## config.mk

```make
export PLATFORM = sky130hd
export DESIGN_NAME = sata_device_oob_controller_flat
export DESIGN_NICKNAME = d
export VERILOG_FILES = /design/src/rtl/sata_device_oob_controller_pkg.sv /design/src/rtl/sata_device_oob_controller_if.sv /design/src/rtl/sata_device_oob_controller.sv /design/src/flat_wrapper.sv
export SDC_FILE = /design/constraint.sdc
export NUM_CORES = 1
export LEC_CHECK = 0
export ABC_AREA = 1
export ABC_CLOCK_PERIOD_IN_PS = 1600
export CORE_MARGIN = 4
export CORE_UTILIZATION = 35
export DETAILED_ROUTE_END_ITERATION = 7
export GPL_ROUTABILITY_DRIVEN = 0
export SYNTH_ARGS = -nofsm -noshare
export SYNTH_HDL_FRONTEND = slang
export SYNTH_SLANG_ARGS = --single-unit
```

## constraint.sdc

```tcl
create_clock -name clk -period 1.6 [get_ports clk]
set_clock_uncertainty 0.05 [all_clocks]
set_input_delay 0.48 -clock clk [delete_from_list [all_inputs] [get_ports clk]]
set_output_delay 0.48 -clock clk [all_outputs]
set_load 0.05 [all_outputs]
```

## src/rtl/sata_device_oob_controller_pkg.sv

```systemverilog
// rtl/sata_device_oob_controller_pkg.sv - SATA primitives and OOB timeout defaults shared by host and device controllers
package sata_device_oob_controller_pkg;

    localparam logic [31:0] PRIM_ALIGN = 32'h7B4A_4ABC;
    localparam logic [31:0] PRIM_SYNC  = 32'hB5B5_957C;

    localparam logic [31:0] DEF_INIT_TIMEOUT    = 32'h0000_00A2;
    localparam logic [31:0] DEF_WAKE_TX_TIMEOUT = 32'h0000_009B;
    localparam logic [31:0] DEF_WAKE_TIMEOUT    = 32'h0002_03AD;
    localparam logic [31:0] DEF_ALIGN_TIMEOUT   = 32'h0002_03AD;
    localparam int          DEF_ALIGN_LOCK      = 3;

    // An ALIGN only counts when some byte is flagged K and the comma aligner is locked.
    function automatic logic is_align(input logic [31:0] din, input logic [3:0] is_k,
                                      input logic byte_aligned);
        return (is_k != 4'h0) && (din == PRIM_ALIGN) && byte_aligned;
    endfunction

endpackage

```

## src/rtl/sata_device_oob_controller_if.sv

```systemverilog
// rtl/sata_device_oob_controller_if.sv - phy-facing signal bundle of the device OOB controller
interface sata_device_oob_controller_if;
    logic        platform_ready;
    logic        comm_reset_detect;
    logic        comm_wake_detect;
    logic        tx_oob_complete;
    logic [31:0] rx_din;
    logic [3:0]  rx_is_k;
    logic        rx_byte_is_aligned;
    logic        tx_comm_init;
    logic        tx_comm_wake;
    logic [31:0] tx_dout;
    logic        tx_is_k;
    logic        tx_set_elec_idle;
    logic        linkup;
    logic [3:0]  lax_state;

    modport slave (
        input  platform_ready, comm_reset_detect, comm_wake_detect, tx_oob_complete,
               rx_din, rx_is_k, rx_byte_is_aligned,
        output tx_comm_init, tx_comm_wake, tx_dout, tx_is_k, tx_set_elec_idle,
               linkup, lax_state
    );

    modport master (
        output platform_ready, comm_reset_detect, comm_wake_detect, tx_oob_complete,
               rx_din, rx_is_k, rx_byte_is_aligned,
        input  tx_comm_init, tx_comm_wake, tx_dout, tx_is_k, tx_set_elec_idle,
               linkup, lax_state
    );
endinterface

```

## src/rtl/sata_device_oob_controller.sv

```systemverilog
// rtl/sata_device_oob_controller.sv - device-side OOB responder: COMRESET/COMINIT, COMWAKE, ALIGN lock, SYNC
module sata_device_oob_controller
    import sata_device_oob_controller_pkg::*;
#(
    parameter logic [31:0] INIT_TIMEOUT    = DEF_INIT_TIMEOUT,
    parameter logic [31:0] WAKE_TX_TIMEOUT = DEF_WAKE_TX_TIMEOUT,
    parameter logic [31:0] WAKE_TIMEOUT    = DEF_WAKE_TIMEOUT,
    parameter logic [31:0] ALIGN_TIMEOUT   = DEF_ALIGN_TIMEOUT,
    parameter int          ALIGN_LOCK      = DEF_ALIGN_LOCK
) (
    input  logic                          clk,
    input  logic                          rst,
    sata_device_oob_controller_if.slave   phy
);

    typedef enum logic [3:0] {
        IDLE          = 4'h0,
        WAIT_NO_RESET = 4'h1,
        SEND_INIT     = 4'h2,
        WAIT_WAKE     = 4'h3,
        WAIT_NO_WAKE  = 4'h4,
        SEND_WAKE     = 4'h5,
        SEND_ALIGN    = 4'h6,
        READY         = 4'h7
    } state_t;

    localparam logic [3:0] LOCK_LAST = 4'(ALIGN_LOCK - 1);

    state_t      r_state, w_state_nxt;
    logic [31:0] r_timer, w_timer_nxt;
    logic [3:0]  r_align_cnt, w_align_cnt_nxt;
    logic        r_tx_comm_init, w_tx_comm_init_nxt;
    logic        r_tx_comm_wake, w_tx_comm_wake_nxt;
    logic [31:0] r_tx_dout, w_tx_dout_nxt;
    logic        r_tx_is_k, w_tx_is_k_nxt;
    logic        r_elec_idle, w_elec_idle_nxt;
    logic        r_linkup, w_linkup_nxt;
    logic        w_timeout;
    logic        w_align_det;

    assign w_timeout   = (r_timer == 32'd0);
    assign w_align_det = is_align(phy.rx_din, phy.rx_is_k, phy.rx_byte_is_aligned);

    always_ff @(posedge clk) begin
        if (rst) begin
            r_state        <= IDLE;
            r_timer        <= 32'd0;
            r_align_cnt    <= 4'd0;
            r_tx_comm_init <= 1'b0;
            r_tx_comm_wake <= 1'b0;
            r_tx_dout      <= 32'd0;
            r_tx_is_k      <= 1'b0;
            r_elec_idle    <= 1'b1;
            r_linkup       <= 1'b0;
        end else begin
            r_state        <= w_state_nxt;
            r_timer        <= w_timer_nxt;
            r_align_cnt    <= w_align_cnt_nxt;
            r_tx_comm_init <= w_tx_comm_init_nxt;
            r_tx_comm_wake <= w_tx_comm_wake_nxt;
            r_tx_dout      <= w_tx_dout_nxt;
            r_tx_is_k      <= w_tx_is_k_nxt;
            r_elec_idle    <= w_elec_idle_nxt;
            r_linkup       <= w_linkup_nxt;
        end
    end

    always_comb begin
        w_state_nxt        = r_state;
        w_timer_nxt        = (r_timer != 32'd0) ? r_timer - 32'd1 : 32'd0;
        w_align_cnt_nxt    = r_align_cnt;
        w_tx_comm_init_nxt = 1'b0;
        w_tx_comm_wake_nxt = 1'b0;
        w_tx_dout_nxt      = r_tx_dout;
        w_tx_is_k_nxt      = 1'b0;
        w_elec_idle_nxt    = r_elec_idle;
        w_linkup_nxt       = r_linkup;

        case (r_state)
            IDLE: begin
                w_elec_idle_nxt = 1'b1;
                w_linkup_nxt    = 1'b0;
                if (phy.platform_ready && phy.comm_reset_detect) w_state_nxt = WAIT_NO_RESET;
            end
            WAIT_NO_RESET: begin
                if (!phy.comm_reset_detect) begin
                    w_state_nxt        = SEND_INIT;
                    w_tx_comm_init_nxt = 1'b1;
                    w_timer_nxt        = INIT_TIMEOUT;
                end
            end
            SEND_INIT: begin
                if (phy.tx_oob_complete || w_timeout) begin
                    w_state_nxt = WAIT_WAKE;
                    w_timer_nxt = WAKE_TIMEOUT;
                end
            end
            WAIT_WAKE: begin
                if (phy.comm_wake_detect) w_state_nxt = WAIT_NO_WAKE;
                else if (w_timeout)       w_state_nxt = IDLE;
            end
            WAIT_NO_WAKE: begin
                if (!phy.comm_wake_detect) begin
                    w_state_nxt        = SEND_WAKE;
                    w_tx_comm_wake_nxt = 1'b1;
                    w_timer_nxt        = WAKE_TX_TIMEOUT;
                end
            end
            SEND_WAKE: begin
                if (phy.tx_oob_complete || w_timeout) begin
                    w_state_nxt     = SEND_ALIGN;
                    w_timer_nxt     = ALIGN_TIMEOUT;
                    w_align_cnt_nxt = 4'd0;
                end
            end
            SEND_ALIGN: begin
                w_elec_idle_nxt = 1'b0;
                w_tx_dout_nxt   = PRIM_ALIGN;
                w_tx_is_k_nxt   = 1'b1;
                // Lock wins over a timeout landing on the same cycle.
                if (w_align_det && (r_align_cnt == LOCK_LAST)) begin
                    w_state_nxt = READY;
                end else begin
                    w_align_cnt_nxt = w_align_det ? r_align_cnt + 4'd1 : 4'd0;
                    if (w_timeout) w_state_nxt = IDLE;
                end
            end
            READY: begin
                w_elec_idle_nxt = 1'b0;
                w_tx_dout_nxt   = PRIM_SYNC;
                w_tx_is_k_nxt   = 1'b1;
                w_linkup_nxt    = 1'b1;
            end
            default: w_state_nxt = IDLE;
        endcase

        // A fresh host COMRESET restarts the handshake from any active state.
        if (phy.comm_reset_detect &&
            (r_state inside {SEND_INIT, WAIT_WAKE, WAIT_NO_WAKE, SEND_WAKE, SEND_ALIGN, READY})) begin
            w_state_nxt        = WAIT_NO_RESET;
            w_linkup_nxt       = 1'b0;
            w_elec_idle_nxt    = 1'b1;
            w_tx_is_k_nxt      = 1'b0;
            w_timer_nxt        = 32'd0;
            w_tx_comm_init_nxt = 1'b0;
            w_tx_comm_wake_nxt = 1'b0;
        end else if (!phy.platform_ready && (r_state != IDLE)) begin
            w_state_nxt        = IDLE;
            w_linkup_nxt       = 1'b0;
            w_tx_comm_init_nxt = 1'b0;
            w_tx_comm_wake_nxt = 1'b0;
        end
    end

    assign phy.tx_comm_init     = r_tx_comm_init;
    assign phy.tx_comm_wake     = r_tx_comm_wake;
    assign phy.tx_dout          = r_tx_dout;
    assign phy.tx_is_k          = r_tx_is_k;
    assign phy.tx_set_elec_idle = r_elec_idle;
    assign phy.linkup           = r_linkup;
    assign phy.lax_state        = r_state;

endmodule

```

## src/flat_wrapper.sv

```systemverilog
// flat-port wrapper written by rule: the top's interface ports become plain ports
module sata_device_oob_controller_flat import sata_device_oob_controller_pkg::*;
#(
    parameter logic [31:0] INIT_TIMEOUT    = DEF_INIT_TIMEOUT,
    parameter logic [31:0] WAKE_TX_TIMEOUT = DEF_WAKE_TX_TIMEOUT,
    parameter logic [31:0] WAKE_TIMEOUT    = DEF_WAKE_TIMEOUT,
    parameter logic [31:0] ALIGN_TIMEOUT   = DEF_ALIGN_TIMEOUT,
    parameter int          ALIGN_LOCK      = DEF_ALIGN_LOCK
)
  (clk, rst, phy_platform_ready, phy_comm_reset_detect, phy_comm_wake_detect, phy_tx_oob_complete, phy_rx_din, phy_rx_is_k, phy_rx_byte_is_aligned, phy_tx_comm_init, phy_tx_comm_wake, phy_tx_dout, phy_tx_is_k, phy_tx_set_elec_idle, phy_linkup, phy_lax_state);
  sata_device_oob_controller_if phy_i ();
  input  logic clk;
  input  logic rst;
  input wire logic [$bits(phy_i.platform_ready)-1:0] phy_platform_ready;
  input wire logic [$bits(phy_i.comm_reset_detect)-1:0] phy_comm_reset_detect;
  input wire logic [$bits(phy_i.comm_wake_detect)-1:0] phy_comm_wake_detect;
  input wire logic [$bits(phy_i.tx_oob_complete)-1:0] phy_tx_oob_complete;
  input wire logic [$bits(phy_i.rx_din)-1:0] phy_rx_din;
  input wire logic [$bits(phy_i.rx_is_k)-1:0] phy_rx_is_k;
  input wire logic [$bits(phy_i.rx_byte_is_aligned)-1:0] phy_rx_byte_is_aligned;
  output wire logic [$bits(phy_i.tx_comm_init)-1:0] phy_tx_comm_init;
  output wire logic [$bits(phy_i.tx_comm_wake)-1:0] phy_tx_comm_wake;
  output wire logic [$bits(phy_i.tx_dout)-1:0] phy_tx_dout;
  output wire logic [$bits(phy_i.tx_is_k)-1:0] phy_tx_is_k;
  output wire logic [$bits(phy_i.tx_set_elec_idle)-1:0] phy_tx_set_elec_idle;
  output wire logic [$bits(phy_i.linkup)-1:0] phy_linkup;
  output wire logic [$bits(phy_i.lax_state)-1:0] phy_lax_state;
  assign phy_i.platform_ready = phy_platform_ready;
  assign phy_i.comm_reset_detect = phy_comm_reset_detect;
  assign phy_i.comm_wake_detect = phy_comm_wake_detect;
  assign phy_i.tx_oob_complete = phy_tx_oob_complete;
  assign phy_i.rx_din = phy_rx_din;
  assign phy_i.rx_is_k = phy_rx_is_k;
  assign phy_i.rx_byte_is_aligned = phy_rx_byte_is_aligned;
  assign phy_tx_comm_init = phy_i.tx_comm_init;
  assign phy_tx_comm_wake = phy_i.tx_comm_wake;
  assign phy_tx_dout = phy_i.tx_dout;
  assign phy_tx_is_k = phy_i.tx_is_k;
  assign phy_tx_set_elec_idle = phy_i.tx_set_elec_idle;
  assign phy_linkup = phy_i.linkup;
  assign phy_lax_state = phy_i.lax_state;
  sata_device_oob_controller #(.INIT_TIMEOUT(INIT_TIMEOUT), .WAKE_TX_TIMEOUT(WAKE_TX_TIMEOUT), .WAKE_TIMEOUT(WAKE_TIMEOUT), .ALIGN_TIMEOUT(ALIGN_TIMEOUT), .ALIGN_LOCK(ALIGN_LOCK)) u_core (.clk(clk), .rst(rst), .phy(phy_i));
endmodule
```

==> results of run 1 <==
## logic make-up after synthesis
| logic type | count (synthesis) | synth area share, % |
|---|---|---|
| AND/OR/NAND/NOR | 263 | 39.4 |
| buffers and inverters | 114 | 17.1 |
| flip-flops | 48 | 29.6 |
| AO/OA/AOI/OAI | 36 | 6.20 |
| XOR/XNOR | 24 | 6.47 |
| adder cells (fa/ha/maj) | 3 | 1.16 |
| other | 1 | 0.115 |
## power breakdown
part / leakage [uW] / switching (uW) / internal [uW] / total (uW)
combinational: 0.00231 / 3430 / 3070 / 6490
clock: 0.0000765 / 459 / 719 / 1180
sequential: 0.000394 / 250 / 1580 / 1830
## critical path: stages (launching register included)
cell	delay (ps)
dfxtp_2	330
inv_2	70
ha_4	140
nand2_4	50
nor2_4	120
nand2_4	100
nor2_8	120
nand4_1	190
and2_4	230
buf_6	120
nand4_1	80
o21ai_1	70
## synth_stat cells (all sizes together)
library cell,instances
nand3b,1
a211oi,2
o31ai,1
buf,33
o22ai,1
dfxtp,48
clkbuf,1
or2,1
nand4,11
inv,80
nand3,28
o21ai,9
ha,3
o21bai,1
o211ai,3
xnor2,2
o21a,1
a21oi,18
nand2,90
conb,1
nor2,114
nor3b,1
and2,1
xor2,22
and3,1
nor3,15
## final cells by class
type / instances / share of cell area, %
Tap cell: 108 / 2.34
Clock inverter: 2 / 1.04
Clock buffer: 6 / 1.62
Multi-Input combinational cell: 330 / 35.6
Sequential cell: 48 / 16.9
Inverter: 80 / 5.33
Timing Repair Buffer: 203 / 37.2
## through the flow
step | util [%] | std cells | power (uW)
final | 65.0 | 777 | 9500
after CTS | 62.5 | 771 | 9000
after global routing | 65.0 | 777 | 10200
after global placement | 58.0 | 749 | 7300
after floorplan | - | 492 | 5210
after detailed placement | 58.0 | 749 | 7420
## how the worst max path moves through the flow
stage	end	slack, ps	depth (start not counted)
6_report	u_core.r_timer[8]	-170	11
5_1_grt	u_core.r_timer[8]	-270	11
4_1_cts	u_core.r_timer[8]	-140	11
3_5_place_dp	u_core.r_align_cnt[1]	-540	13
3_3_place_gp	u_core.r_align_cnt[1]	-480	12
2_1_floorplan	u_core.r_timer[21]	-70	11
## flip-flops by register name (all words and copies together), names as in the netlist
register,count
u_core.phy.lax_state,4
u_core.phy.linkup,1
u_core.phy.tx_comm_init,1
u_core.phy.tx_comm_wake,1
u_core.phy.tx_dout,3
u_core.phy.tx_is_k,1
u_core.phy.tx_set_elec_idle,1
u_core.r_align_cnt,4
u_core.r_timer,32
## routing by layer
metal  vias to the layer above  global-route usage [%]  part of all wire, %
li1                       1833                       -                    -
met1                      1694                    18.5                   38
met2                        76                    33.4                   55
met3                        28                    3.29                  3.4
met4                         0                    6.46                  2.9
met5                         -                       0                    0
## repair_timing
action,CTS,global route
setup buffers,14,9
pin swaps,54,42
endpoints found under the hold margin,0,0
setup endpoints to repair,43,46
gates resized for setup,90,58
==> results.yml, run 1 <==
detailed_routing:
  routed_wl_um: 9910
  firstDrtPassIters: 4
  vias: 3631
  detail_route.iter0.violations: 83
  drc: 0
  via_per_inst: 4.67
  ant_nets: 0
  routedWlPerCell_um: 12.7
status:
  violations: "negative setup slack"
  status: "finished, violations left"
global_route:
  grt_pass1_wl_um: 16000
  grt_pass1_vias: 3730
  grt_max_degree: 23
  antenna_found_initial: 0
  grt_usage_pct: 17.4
  grt_overflow: 0
worst_setup_path:
  crit_fanout: 3
  startpoint_type: "flop"
  r2r-start: "u_core.r_timer[0]"
  required_ps: 1760
  rr_worst_depth: 11
  r2r-end: "u_core.r_timer[8]"
  critPathArrivalTime_ps: 1930
  critPathLaunch: "u_core.r_timer[0]"
  end_kind: "flop"
  critPathKind: "flop to flop"
  regToRegSetupSlack_ps: -170
run:
  maxCapViolCount: 0
timing:
  fmax_ghz: 0.565
  setup_ws_ps: -169
  fin_crit_ps: 1770
  rsz0062_at_grt: "yes"
  slew_viol_final: 0
  finalSetupTns_ps: -3830
  holdWs_ps: 486
  hold_violations: 0
  period_share_pct: 111
  finalSetupViolCount: 37
die:
  rows: 34
  pin_count: 84
  core_sq_um: 8890
  dieHeight_um: 104
  start_util_pct: 36.5
  design.die.area_sq_um: 10900
  fp.dieW_um: 104
placement:
  place_ws_ps: -540
  dpl-instance-area_sq_um: 5160
  port_buffers: 80
  dp_hpwl_um: 7260
cells_and_area:
  antenna_cells: 0
  layout_commonest_cell: "buf_4"
  multi_input_area_sq_um: 2060
  area_growth_pct: 78.0
  fillCellCount: 715
  seqCellArea_sq_um: 976
  fin_area_sq_um: 5780
  drive_above_1_share_pct: 46.3
  layout.nets: 714
  layout_common_cells: "buf_4, nor2_1, nand2_1"
clocking:
  cts.htree.levels: 2
  clk_pin_slew_ps: 110
  clock_path_buffers: 2
  cts_tree: "yes"
  cts.root.buffer_cell: "clkbuf_8"
  cts_hold_buf: 0
  cts_buffers: 5
  clk_latency_ps: 320
  clock-sinks: 48
synthesis:
  yosysUniqueCellTypes: 38
  yosys.area.top_type_share_pct: 29.6
  syn_area_per_cell_sq_um: 6.64
  synth_area_leader_cell: "dfxtp_1"
  netlist_area_sq_um: 3250
  ys_seq_area_share_pct: 29.6
  yosys_warnings: 0
  synth.area.top_cells: "dfxtp_1, nor2_1, nand2_1, buf_4, inv_1"
  netlist_instances: 489
  synth_seq_cells: 48
power_and_ir_drop:
  ir_worst_vdd_uv: 1070
  p_per_area_nw_per_um2: 1640
  p_leak_uw: 0.00278
worst_hold_path:
  hold_end: "u_core.r_timer[26]"
  worstHoldPathType: "flop to flop"
  min_delay_path_depth: 2
  min-delay-start: "u_core.r_timer[26]"
No activity file was read; power rests on OpenSTA's default activity.
==> run 2, diff against run 1 <==
CTS_CLUSTER_DIAMETER = 40   (was unset)
==> results of run 2 <==
No change in the layout: final DEF, timing and power equal those of run 1.
